[src/rtl/fredkin_gate_arbiter.sv]
// Round-robin sequencer sharing one Fredkin gate among requesters.
// Each op runs a forward pass, then an inverse pass to check reversibility.
module fredkin_gate_arbiter #(
  parameter int NUM_REQ = 4,
  parameter int ID_W    = $clog2(NUM_REQ)
) (
  input  logic               clk,
  input  logic               rst,
  input  logic [NUM_REQ-1:0] req,
  input  logic [NUM_REQ-1:0] req_c,
  input  logic [NUM_REQ-1:0] req_a,
  input  logic [NUM_REQ-1:0] req_b,
  output logic [NUM_REQ-1:0] gnt,
  output logic               fg_c,
  output logic               fg_a,
  output logic               fg_b,
  input  logic               fg_p,
  input  logic               fg_q,
  input  logic               fg_r,
  output logic               rsp_valid,
  output logic [ID_W-1:0]    rsp_id,
  output logic               rsp_p,
  output logic               rsp_q,
  output logic               rsp_r,
  output logic               rsp_err
);

  typedef enum logic [1:0] {
    IDLE,
    FWD,
    INV,
    DONE
  } state_t;

  state_t          state;
  state_t          state_nxt;
  logic [ID_W-1:0] last_id;
  logic [ID_W-1:0] cur_id;
  logic [ID_W-1:0] win_id;
  logic            win_vld;
  logic            op_c, op_a, op_b;
  logic            res_p, res_q, res_r;

  // Search upward from the slot after the last winner, wrapping.
  always_comb begin
    int              idx;
    logic [ID_W-1:0] cand;
    idx     = 0;
    cand    = '0;
    win_vld = 1'b0;
    win_id  = last_id;
    for (int i = 1; i <= NUM_REQ; i++) begin
      idx = int'(last_id) + i;
      if (idx >= NUM_REQ) idx = idx - NUM_REQ;
      cand = ID_W'(idx);
      if (!win_vld && req[cand]) begin
        win_vld = 1'b1;
        win_id  = cand;
      end
    end
  end

  always_ff @(posedge clk or posedge rst) begin
    if (rst) state <= IDLE;
    else     state <= state_nxt;
  end

  always_comb begin
    state_nxt = state;
    fg_c      = 1'b0;
    fg_a      = 1'b0;
    fg_b      = 1'b0;
    gnt       = '0;
    rsp_valid = 1'b0;
    unique case (state)
      IDLE: begin
        if (win_vld) state_nxt = FWD;
      end
      FWD: begin
        fg_c      = op_c;
        fg_a      = op_a;
        fg_b      = op_b;
        gnt       = NUM_REQ'(1) << cur_id;
        state_nxt = INV;
      end
      INV: begin
        fg_c      = res_p;
        fg_a      = res_q;
        fg_b      = res_r;
        state_nxt = DONE;
      end
      DONE: begin
        rsp_valid = 1'b1;
        state_nxt = IDLE;
      end
      default: state_nxt = IDLE;
    endcase
  end

  always_ff @(posedge clk or posedge rst) begin
    if (rst) begin
      last_id <= ID_W'(NUM_REQ - 1);
      cur_id  <= '0;
      op_c    <= 1'b0;
      op_a    <= 1'b0;
      op_b    <= 1'b0;
      res_p   <= 1'b0;
      res_q   <= 1'b0;
      res_r   <= 1'b0;
      rsp_id  <= '0;
      rsp_p   <= 1'b0;
      rsp_q   <= 1'b0;
      rsp_r   <= 1'b0;
      rsp_err <= 1'b0;
    end else begin
      if (state == IDLE && win_vld) begin
        op_c    <= req_c[win_id];
        op_a    <= req_a[win_id];
        op_b    <= req_b[win_id];
        cur_id  <= win_id;
        last_id <= win_id;
      end
      if (state == FWD) begin
        res_p <= fg_p;
        res_q <= fg_q;
        res_r <= fg_r;
      end
      // Response regs load entering DONE and hold afterwards.
      if (state == INV) begin
        rsp_id  <= cur_id;
        rsp_p   <= res_p;
        rsp_q   <= res_q;
        rsp_r   <= res_r;
        rsp_err <= {fg_p, fg_q, fg_r} != {op_c, op_a, op_b};
      end
    end
  end

endmodule

[config.mk]
export PLATFORM = sky130hd
export DESIGN_NAME = fredkin_gate_arbiter
export DESIGN_NICKNAME = d
export VERILOG_FILES = /design/src/rtl/fredkin_gate_arbiter.sv
export SDC_FILE = /design/constraint.sdc
export NUM_CORES = 1
export LEC_CHECK = 0
export BUFFER_PORTS_ARGS = -buffer_cell sky130_fd_sc_hd__buf_4
export CELL_PAD_IN_SITES_DETAIL_PLACEMENT = 0
export CELL_PAD_IN_SITES_GLOBAL_PLACEMENT = 2
export CORE_ASPECT_RATIO = 0.5
export CORE_MARGIN = 3
export CORE_UTILIZATION = 33
export CTS_BUF_LIST = sky130_fd_sc_hd__clkbuf_2 sky130_fd_sc_hd__clkbuf_4 sky130_fd_sc_hd__clkbuf_8
export CTS_CLUSTER_DIAMETER = 120
export DETAILED_ROUTE_END_ITERATION = 7
export PLACE_DENSITY = 0.94
export SLEW_MARGIN = 5
export SYNTH_ARGS = -nofsm -noshare
export SYNTH_HDL_FRONTEND = slang
export SYNTH_SLANG_ARGS = --single-unit
[constraint.sdc]
create_clock -name clk -period 2.89 [get_ports clk]
set_clock_uncertainty 0.2 [all_clocks]
set_input_delay 0 -clock clk [delete_from_list [all_inputs] [get_ports clk]]
set_output_delay 0 -clock clk [all_outputs]
set_load 0.02 [all_outputs]
# Yosys cells after proc, flatten, opt, wreduce, memory -nomap -nowiden
# Cells that the tools add are included.
[totals] register_bits=18 elab_cells=78 inputBits=21
[op_classes] order_cmp=9 n_reduce_logical=8 shifts=1 addsub=8 n_eq_ne=5 mux=33
[ops] cell="2-bit 2-to-1 mux" count=9
[ops] cell="2-bit by 3-bit < comparator with 1-bit output (second input constant)" count=5
[ops] cell="1-bit binary-select mux with 2-bit select" count=7
[ops] cell="1-bit 2-to-1 mux" count=12
[ops] cell="3-bit >= comparator (second input constant)" count=3
[ops] cell="2-bit case mux with 4 select lines" count=1
[ops] cell="2-bit by 1-bit subtractor with 2-bit output (second input constant)" count=4
[ops] cell="2-bit by 2-bit adder with 3-bit output (second input constant)" count=2
[ops] cell="1-bit case mux with 2 select lines" count=3
[ops] cell="2-bit by 3-bit adder with 4-bit output (second input constant)" count=1
[ops] cell="2-bit equality test (second input constant)" count=2
[ops] cell="4-bit by 3-bit >= comparator with 1-bit output (second input constant)" count=1
[ops] cell="1-bit logical AND" count=4
[ops] cell="4-bit 2-to-1 mux" count=1
[ops] cell="1-bit by 2-bit << shifter with 4-bit output (first input constant)" count=1
[ops] cell="2-bit by 1-bit adder with 3-bit output (second input constant)" count=1
[ops] cell="1-bit logical NOT" count=3
[ops] cell="3-bit != test" count=1
[ops] cell="2-bit by 1-bit equality test with 1-bit output (second input constant)" count=1
[ops] cell="2-bit logical NOT" count=1
[ops] cell="2-bit != test (second input constant)" count=1

# Depth between registers and ports, before layout
# Gate-level depths: netlist (run 1).
[depth] ltp_word=17 ltp_mapped=7 mapped_depth_nobuf=6

# Worst setup path after synthesis (run 1)
# Ideal clock, no wire load.
[synth_timing] path_type="register -> output" startpoint="register state[0]" endpoint="output fg_a" required_ns=2.690 stages_incl_launch_ff=6 slack_ns=1.186 n_path_buf=1 t_arrival_ns=1.504 path_cell_list="dfrtp_1 > inv_1 > ha_1 > clkbuf_1 > nand2_1 > a21boi_0"
[synth_between] elab_chain_cells=2
[synth_lines] element="start: declaration" line_no="35" source="state_t state;"
[synth_lines] element="start signal: assignment" line_no="65" source="else state <= state_nxt;"
[synth_lines] element="2-bit equality test / 2-bit by 1-bit equality test with 1-bit output (equally long branches)" line_no="75" source="unique case (state)"
[synth_lines] element="1-bit case mux with 2 select lines (*)" line_no="75"
[synth_lines] element="end: declaration" line_no="15" source="output logic fg_a,"
# Every way passes the cells marked *; elsewhere a longest branch is shown, timed or not.

# Final worst setup path (run 1)
[layout_timing] startpoint="register last_id[0]" endpoint="register op_a"
[layout_between] elab_chain_cells=17
[layout_lines] element="start: declaration" line_no="37" source="logic [ID_W-1:0] last_id;"
[layout_lines] element="start signal: assignment" line_no="102" source="last_id <= ID_W'(NUM_REQ - 1);"
[layout_lines] element="start signal: assignment" line_no="121" source="last_id <= win_id;"
[layout_lines] element="2-bit by 1-bit adder with 3-bit output" line_no="53" source="idx = int'(last_id) + i;"
[layout_lines] element="3-bit >= comparator / 2-bit by 1-bit subtractor with 2-bit output (equally long branches)" line_no="54" source="if (idx >= NUM_REQ) idx = idx - NUM_REQ;"
[layout_lines] element="2-bit 2-to-1 mux" line_no="54"
[layout_lines] element="1-bit binary-select mux with 2-bit select" line_no="56" source="if (!win_vld && req[cand]) begin"
[layout_lines] element="1-bit 2-to-1 mux (not written as such)" line_no="56"
[layout_lines] element="1-bit 2-to-1 mux" line_no="56"
[layout_lines] element="1-bit logical NOT" line_no="56"
[layout_lines] element="1-bit logical AND" line_no="56"
[layout_lines] element="1-bit 2-to-1 mux" line_no="56"
[layout_lines] element="1-bit logical NOT" line_no="56"
[layout_lines] element="1-bit logical AND" line_no="56"
[layout_lines] element="1-bit 2-to-1 mux" line_no="56"
[layout_lines] element="1-bit logical NOT" line_no="56"
[layout_lines] element="1-bit logical AND" line_no="56"
[layout_lines] element="2-bit 2-to-1 mux" line_no="56"
[layout_lines] element="1-bit binary-select mux with 2-bit select" line_no="118" source="op_a <= req_a[win_id];"
[layout_lines] element="1-bit 2-to-1 mux (not written as such)" line_no="118"
[layout_lines] element="end signal: assignment" line_no="118"
[layout_lines] element="end: declaration" line_no="41" source="logic op_c, op_a, op_b;"
# Parallel ways exist; a longest one is shown, timed or not. The select of a mux whose other input is x is not followed.
# A chain may end at the register's enable or synchronous reset.

==> summary.md, run 1 <==
| Metric | Value |
|---|---|
| Status | `complete, no violations` |
| Net Sw Frac | `40.5%` |
| Clock group share of total power | `13.1%` |
| Vias per inst | `4.78` |
| Number of port buffers | `34` |
| Hold Path Class | `in -> reg` |
| Ant. Diodes | `0` |
| Worst-Margin Slew | `655 ps` |
| FFs w/ async S/R, synth | `100%` |
| Core area | `3100 um2` |
| Setup ws final | `95.9 ps` |
| Dpl ws | `1040 ps` |
| Register bit total from synthesis | `18` |
| Largest area contributor in the netlist | `dfrtp_1` |
| Leakage | `0.727 nW` |
| Multi-input logic area | `613 um2` |
| Syn Std Cell Area | `1100 um2` |
| Total number of vias | `998` |
| Starting Density | `35.5%` |
| Sequential fraction of the synthesis area | `41.2%` |
| Final Util | `52.2%` |
| Die Y | `46.8 um` |
| Worst vdd ir | `0.273 mV` |
| Internal power | `921 uW` |
| Reg power frac | `31.7%` |
| Fin crit share | `96.7%` |
| Count of different cell masters after synthesis | `31` |
| WL/cell | `12.7 um` |
| Hold Violations, Final | `0` |
| GRT overflow | `0` |
| Area contributors post-synth | `dfrtp_1, ha_1, mux2_2` |
| Detail Route Antenna Nets | `0` |
| Vias in the first global route | `939` |
| Die W | `87.6 um` |
| Crit path required time | `2830 ps` |
| Dominant synthesized flop cell | `dfrtp_1` |
| Worst-path maximum fanout | `7` |
| Final GP Congestion | `0.773` |
| IO Count | `35` |
| DRT Pass-1 Iters | `4` |
| TritonCTS clock tree | `yes` |
| Endpoint type of the worst setup path | `flop` |
| Top cell type's share of synthesized area | `36.4%` |
| Commonest cells after routing, fill and taps aside | `buf_4, dlygate4sd3_1, dfrtp_1` |
| Max Transition Viols Final | `0` |
| Sw Pwr | `626 uW` |
| H-tree levels | `1` |
| Syn-to-layout area delta | `47.2%` |
| Synth Area per Inst | `9.32 um2` |
| Arrival time worst endpoint | `2740 ps` |
| Nets | `196` |
| Die area | `4100 um2` |
| Critical path launch point type | `flop` |
| Clock Latency Late Sink | `250 ps` |
| First-pass GRT wire length | `4.46 mm` |
| Critical Path Start | `last_id[0]` |
| Row count | `14` |
| Syn. warnings | `0` |
| Pwr/cell area | `956 nW/um2` |
| Gate power share | `55.2%` |
| Hold wc startpoint | `req[3]` |
| Setup Buffers After CTS | `0` |
| MaxCap Viol Count | `0` |
| Slew HR | `56.3%` |
| Setup TNS | `0 ps` |
| Fin crit period | `2790 ps` |
| Total Routed Length | `2.66 mm` |
| Post-synth net total | `144` |
| Layout cells sized above 1 | `29.0%` |
| CTS Root Cell | `clkbuf_8` |
| Fillers | `297` |
| Worst R2R Start | `last_id[0]` |
| Drt drc | `0` |
| Clock transition at path regs | `70 ps` |
| Commonest non-fill, non-tap cell in the layout | `buf_4` |
| Post-DP HPWL | `1.87 mm` |
| Hold slack | `137 ps` |
| Cells after synthesis | `118` |
| DRT iter0 DRCs | `38` |
| Gr usage total | `14.2%` |
| Largest net degree at the start of global routing | `19` |
| # setup viols final | `0` |
| Unrepaired setup endpoints after global routing | `false` |
| Initial antenna violation count | `0` |
| Clock buffer depth | `2` |
| CTS buffer count | `3` |
| Type of the worst setup path | `reg -> reg` |
| FMAX | `0.358 GHz` |
| Number of synthesized flops with an enable pin | `0` |
| Register-to-register setup slack | `100 ps` |
| Clk sinks | `18` |
| Sequential Area | `453 um2` |
what timing repair did:
| action | in CTS | in global routing |
|---|---|---|
| setup endpoints to repair | 0 | 1 |
| endpoints found under the hold margin | 25 | 0 |
| gates resized for setup | 0 | 3 |
| hold buffers | 17 | 0 |
routing by layer:
layer  wire length (um)  share of wire [%]  vias to the layer above  track usage (%)
li1                   -                  -                      516                -
met1               1360                 51                      446             20.4
met2               1130                 42                       29             22.5
met3                116                4.4                        7             2.63
met4                 55                2.1                        0             3.67
met5                  0                  0                        -                0
registers in the layout, summed over array words and instances (netlist names):
name	count
last_id	2
res_q	1
state	2
res_p	1
res_r	1
op_c	1
rsp_q	1
op_a	1
rsp_err	1
rsp_r	1
op_b	1
cur_id	2
rsp_p	1
rsp_id	2
path summary, 6_finish.rpt:
check,endpoint,cells after the start
max,op_a,7
min,op_b,5
max reg2reg,op_a,7
min reg2reg,rsp_r,2
max in group asynchronous,res_r,3
min in group asynchronous,rsp_id[1],3
cells by family after synthesis:
family	Yosys count	share of synthesized area (%)
xor gates and xnor gates	3	2.39
and+or+nand+nor	47	23.1
DFF	18	41.2
muxes	5	5.12
AOI/OAI and AO/OA	30	18.3
adders and majority gates	5	5.69
buffers and inverters	10	4.21
through the flow:
step,total power [mW],instances,instance area [um2]
after floorplan,1.03,118,1100
after global placement,1.27,188,1380
after detailed placement,1.28,188,1380
after CTS,1.54,209,1610
after global routing,1.68,209,1620
final,1.55,209,1620
synthesized netlist by cell type (2+ instances only):
| cell type | count |
|---|---|
| and4_1 | 6 |
| dfstp_2 | 2 |
| ha_1 | 5 |
| a21oi_1 | 2 |
| nor3b_1 | 2 |
| nor2_1 | 11 |
| nand2_1 | 13 |
| nor3_1 | 2 |
| o21ai_1 | 9 |
| dfrtp_1 | 16 |
| nand3_1 | 3 |
| xnor2_1 | 3 |
| nor2b_1 | 5 |
| o21a_1 | 2 |
| o21ai_0 | 4 |
| mux2_2 | 5 |
| clkbuf_1 | 2 |
| a21boi_0 | 3 |
| inv_1 | 6 |
| o31a_1 | 6 |
power groups by stage:
stage / Clock, mW / Sequential, mW / Combinational, mW
2_1_floorplan: 0 / 0.520 / 0.508
3_3_place_gp: 0 / 0.486 / 0.781
3_5_place_dp: 0 / 0.493 / 0.786
4_1_cts: 0.207 / 0.490 / 0.838
5_1_grt: 0.225 / 0.508 / 0.948
6_report: 0.203 / 0.490 / 0.854
layout make-up:
| class | instances | area share, % |
|---|---|---|
| clock buffers | 4 | 3.40 |
| flip-flops and latches | 18 | 28.0 |
| multi-input cells | 90 | 37.9 |
| inverters | 6 | 1.39 |
| repair buffers | 51 | 26.3 |
| well taps | 40 | 3.09 |
worst max-delay path: stages (launching register included):
cell and delay, ps:
dfstp_2 570, nor2b_1 80, o21a_2 240, o31a_1 280, o21ai_1 130, dlygate4sd3_1 570
nand3_1 60, dlygate4sd3_1 550
(Power assumes the default switching activity.)
==> run 2, diff against run 1 <==
--- a/config.mk
+++ b/config.mk
@@ -15,6 +15,7 @@
 export CTS_CLUSTER_DIAMETER = 120
 export DETAILED_ROUTE_END_ITERATION = 7
 export PLACE_DENSITY = 0.94
+export REMOVE_ABC_BUFFERS = 1
 export SLEW_MARGIN = 5
 export SYNTH_ARGS = -nofsm -noshare
 export SYNTH_HDL_FRONTEND = slang
==> run 2 against run 1 <==
Against the previous run: clock-buffer cell count down 1; worst setup slack improved by 23 ps; combinational power decreased by 1%; wire length grew 0.94%; non-clock buffer count is the same; critical path type unchanged; worst hold slack got worse by 24 ps; flip-flop and latch count is the same.
==> summary.md, run 2 (synthesized netlist as in run 1, its figures left out) <==
| Metric | Value |
|---|---|
| Status | `complete, no violations` |
| Row count | `14` |
| Fin crit share | `95.9%` |
| Gate power share | `56.0%` |
| Starting Density | `35.5%` |
| Fin crit period | `2770 ps` |
| Type of the worst setup path | `reg -> reg` |
| Gr usage total | `13.1%` |
| Multi-input logic area | `607 um2` |
| IO Count | `35` |
| Commonest non-fill, non-tap cell in the layout | `buf_4` |
| Dpl ws | `1040 ps` |
| Syn-to-layout area delta | `45.4%` |
| Clock Latency Late Sink | `250 ps` |
| Endpoint type of the worst setup path | `flop` |
| Leakage | `0.718 nW` |
| Clock group share of total power | `11.3%` |
| Critical path launch point type | `flop` |
| Drt drc | `0` |
| First-pass GRT wire length | `4.17 mm` |
| CTS Root Cell | `clkbuf_8` |
| Unrepaired setup endpoints after global routing | `false` |
| Crit path required time | `2820 ps` |
| Reg power frac | `32.7%` |
| Hold Violations, Final | `0` |
| Initial antenna violation count | `0` |
| Max Transition Viols Final | `0` |
| Total Routed Length | `2.68 mm` |
| Internal power | `888 uW` |
| Setup ws final | `119 ps` |
| Post-DP HPWL | `1.99 mm` |
| Commonest cells after routing, fill and taps aside | `buf_4, dlygate4sd3_1, dfrtp_1` |
| Setup TNS | `0 ps` |
| Core area | `3100 um2` |
| Die W | `87.6 um` |
| Clk sinks | `18` |
| Worst-Margin Slew | `675 ps` |
| Final GP Congestion | `0.734` |
| H-tree levels | `1` |
| Detail Route Antenna Nets | `0` |
| Sequential Area | `453 um2` |
| DRT iter0 DRCs | `10` |
| Nets | `196` |
| Layout cells sized above 1 | `28.6%` |
| Net Sw Frac | `41.1%` |
| Total number of vias | `1,005` |
| GRT overflow | `0` |
| Die Y | `46.8 um` |
| Slew HR | `55.0%` |
| Sw Pwr | `620 uW` |
| Clock buffer depth | `2` |
| MaxCap Viol Count | `0` |
| Hold Path Class | `in -> reg` |
| Vias per inst | `4.83` |
| TritonCTS clock tree | `yes` |
| Fillers | `317` |
| Number of port buffers | `34` |
| WL/cell | `12.9 um` |
| Clock transition at path regs | `60 ps` |
| Die area | `4100 um2` |
| Ant. Diodes | `0` |
| Arrival time worst endpoint | `2700 ps` |
| Setup Buffers After CTS | `0` |
| # setup viols final | `0` |
| Worst-path maximum fanout | `7` |
| Vias in the first global route | `909` |
| DRT Pass-1 Iters | `4` |
| Pwr/cell area | `943 nW/um2` |
| Largest net degree at the start of global routing | `19` |
| FMAX | `0.361 GHz` |
| CTS buffer count | `3` |
| Worst vdd ir | `0.224 mV` |
==> run 2: path summary, 6_finish.rpt <==
check                           cells past startpoint  slack (ps)     to  startpoint
max in group asynchronous                           3        1840   op_b         rst
worst min register to register                      2         290  rsp_r       res_r
worst min-delay path                                5         110   op_b      req[2]
min in group asynchronous                           3         210  res_p         rst
worst max register to register                      7         120   op_c  last_id[0]
worst max-delay path                                7         120   op_c  last_id[0]
==> run 2: repair_timing <==
| action | CTS | global route |
|---|---|---|
| endpoints found under the hold margin | 25 | 0 |
| hold buffers | 17 | 0 |
| resized for setup | 0 | 2 |
| setup endpoints to repair | 0 | 1 |
==> run 2: worst max-delay path, stage by stage, from the launching register on <==
cell           delay [ps]
dfstp_2               560
nor2b_1                80
o21a_2                260
o31a_1                280
o21ai_1               110
dlygate4sd3_1         550
nand3_1                60
dlygate4sd3_1         550
==> run 2: layout make-up <==
class / instances / share of cell area, %
Inverter: 6 / 1.41
Sequential cell: 18 / 28.3
Timing Repair Buffer: 51 / 26.6
Multi-Input combinational cell: 90 / 38.0
Tap cell: 40 / 3.13
Clock buffer: 3 / 2.58
==> run 2: power by group through the flow <==
stage / registers, mW / logic, mW / clock network [mW]
3_3_place_gp: 0.490 / 0.780 / 0
6_report: 0.493 / 0.845 / 0.170
3_5_place_dp: 0.495 / 0.789 / 0
2_1_floorplan: 0.520 / 0.496 / 0
4_1_cts: 0.491 / 0.839 / 0.178
5_1_grt: 0.511 / 0.940 / 0.186
==> run 2: metal layers <==
metal	global-route usage (%)	part of all wire [%]	routed length, um
met5	0	0	0
met4	1.83	0	0
met3	2.80	4.6	124
met2	23.1	47	1260
met1	17.4	48	1290
==> run 2: stage by stage <==
stage               utilization, %  hold WS [ps]  instance area, um2  std cells  total power [mW]
detailed placement            44.6         -40.1                1380        188              1.28
finish                        51.6           113                1600        208              1.51
global route                  51.6           143                1600        208              1.64
CTS                           51.4          93.8                1590        208              1.51
floorplan                        -          -263                1080        114              1.02
global placement              44.6         -54.1                1380        188              1.27
==> run 3, diff against run 2 <==
--- a/config.mk
+++ b/config.mk
@@ -5,16 +5,17 @@
 export SDC_FILE = /design/constraint.sdc
 export NUM_CORES = 1
 export LEC_CHECK = 0
-export BUFFER_PORTS_ARGS = -buffer_cell sky130_fd_sc_hd__buf_4
 export CELL_PAD_IN_SITES_DETAIL_PLACEMENT = 0
 export CELL_PAD_IN_SITES_GLOBAL_PLACEMENT = 2
 export CORE_ASPECT_RATIO = 0.5
 export CORE_MARGIN = 3
-export CORE_UTILIZATION = 33
+export CORE_UTILIZATION = 41
 export CTS_BUF_LIST = sky130_fd_sc_hd__clkbuf_2 sky130_fd_sc_hd__clkbuf_4 sky130_fd_sc_hd__clkbuf_8
 export CTS_CLUSTER_DIAMETER = 120
 export DETAILED_ROUTE_END_ITERATION = 7
-export PLACE_DENSITY = 0.94
+export DONT_BUFFER_PORTS = 1
+export PLACE_DENSITY = 0.93
+export RECOVER_POWER = 25
 export REMOVE_ABC_BUFFERS = 1
 export SLEW_MARGIN = 5
 export SYNTH_ARGS = -nofsm -noshare
==> run 3 against run 2 <==
Against the previous run: the run now ends with negative hold slack left; flip-flop and latch count did not move; core utilization rose by 5.7 points; worst hold slack got worse by 120 ps; die area fell by 18%; clock-buffer cell count rose by 1.
==> summary.md, run 3 (synthesized netlist as in run 1, its figures left out) <==
| Metric | Value |
|---|---|
| Status | `finished with violations` |
| Failing checks | `negative hold slack` |
| Clock Latency Late Sink | `250 ps` |
| Worst R2R Start | `state[1]` |
| Post_cts resized | `0` |
| Vias per inst | `5.30` |
| Die W | `79.2 um` |
| Vias in the first global route | `841` |
| Sequential Area | `453 um2` |
| DRT Pass-1 Iters | `5` |
| TritonCTS clock tree | `yes` |
| Die Y | `42.6 um` |
| CTS buffer count | `3` |
| Final Power | `1.38 mW` |
| Worst-path maximum fanout | `7` |
| Buf+Inv Stages, Crit Path | `2` |
| Core area | `2370 um2` |
| Critical path launch point type | `flop` |
| Row count | `12` |
| Post-CTS Hold Buffers | `19` |
| Clock buffer depth | `2` |
| Unrepaired setup endpoints after global routing | `false` |
| # setup viols final | `0` |
| Commonest non-fill, non-tap cell in the layout | `dlygate4sd3_1` |
| Syn-to-layout area delta | `23.5%` |
| Setup TNS | `0 ps` |
| Nets | `164` |
| Placed insts | `149` |
| Multi-input logic area | `601 um2` |
| Hold slack | `-6.22 ps` |
| Hold wc startpoint | `req[3]` |
| CTS Root Cell | `clkbuf_8` |
| DRT iter0 DRCs | `26` |
| Hold Violations, Final | `1` |
| Clock transition at path regs | `60 ps` |
| Worst R2R Path Depth | `7` |
| Non-filler instance count after layout | `172` |
| Drt drc | `0` |
| Post-DP HPWL | `1.81 mm` |
| Total number of vias | `911` |
| GRT overflow | `0` |
| Initial antenna violation count | `0` |
| Fillers | `226` |
| Type of the worst setup path | `reg -> reg` |
| Fin crit share | `83.0%` |
| Largest net degree at the start of global routing | `19` |
| Pwr/cell area | `1010 nW/um2` |
| H-tree levels | `1` |
| Arrival time worst endpoint | `2380 ps` |
| Gr usage total | `15.1%` |
| MaxCap Viol Count | `0` |
| Worst-Margin Slew | `698 ps` |
| Hold path depth | `4` |
| Leakage | `0.559 nW` |
| Setup Buffers After CTS | `0` |
| Die area | `3380 um2` |
| Final GP Congestion | `0.728` |
| FMAX | `0.417 GHz` |
| Worst vdd ir | `0.388 mV` |
| Kind of cell adding the most delay to the critical path | `buffers and inverters` |
| IO Count | `35` |
| Worst path slowest cell | `dlygate4sd3_1` |
| Endpoint type of the worst setup path | `flop` |
| Commonest cells after routing, fill and taps aside | `dlygate4sd3_1, dfrtp_1, nand2_1` |
| Critical R2R Capture | `op_b` |
| Dpl ws | `1070 ps` |
| Hold Path Class | `in -> reg` |
| Crit path required time | `2880 ps` |
| Crit-path cells | `inv_1 > ha_1 > nor2b_1 > o21a_1 > o21ai_1 > dlygate4sd3_1 > nand3_1` |
| Layout cells sized above 1 | `9.49%` |
| Starting Density | `46.4%` |
| Register-to-register setup slack | `490 ps` |
| Clk sinks | `18` |
| Max Transition Viols Final | `0` |
| WL/cell | `14.3 um` |
| Number of port buffers | `0` |
| Slew HR | `53.0%` |
| Hold endpoint | `op_c` |
| Ant. Diodes | `0` |
| Fin crit period | `2400 ps` |
| Total Routed Length | `2.46 mm` |
| CP peak stage delay | `560 ps` |
| First-pass GRT wire length | `3.99 mm` |
| Setup ws final | `492 ps` |
| Detail Route Antenna Nets | `0` |
[run 3: routing by layer]
layer  share of wire (%)  vias to the layer above  track usage (%)
met4                0.57                        0             3.08
met1                  50                      419             21.2
met3                 6.8                        2             3.86
li1                    -                      455                -
met5                   0                        -                0
met2                  43                       35             23.4
[run 3: where the power goes]
part | total, mW | switching (mW) | internal, mW
Sequential | 0.549 | 0.158 | 0.391
Combinational | 0.638 | 0.355 | 0.283
Clock | 0.188 | 0.0809 | 0.107
[run 3: area by class of cell]
| cell class | instances | area share, % |
|---|---|---|
| inverter | 6 | 1.66 |
| timing repair buffer | 19 | 14.0 |
| sequential | 18 | 33.3 |
| tap | 35 | 3.22 |
| clock buffer | 4 | 3.59 |
| multi-input combinational | 90 | 44.2 |
[run 3: worst max-delay path by stage]
stage,start,endpoint,slack [ps],depth (start not counted)
6_report,state[1],op_b,490,7
5_1_grt,state[0],op_c,350,7
4_1_cts,state[0],op_a,500,7
3_5_place_dp,state[1],op_a,1070,6
3_3_place_gp,state[0],fg_a,1080,4
2_1_floorplan,state[0],op_a,1270,6
[run 3: worst min-delay path, cell delays in order]
cell,delay [ps]
nor4_2,40
nand2b_1,200
nand2_1,100
nand3_1,60
[run 3: per-stage QoR]
stage,util [%],area [um2]
after floorplan,-,1080
after global placement,47.2,1120
after detailed placement,47.2,1120
after CTS,57.3,1360
after global routing,57.3,1360
final,57.3,1360
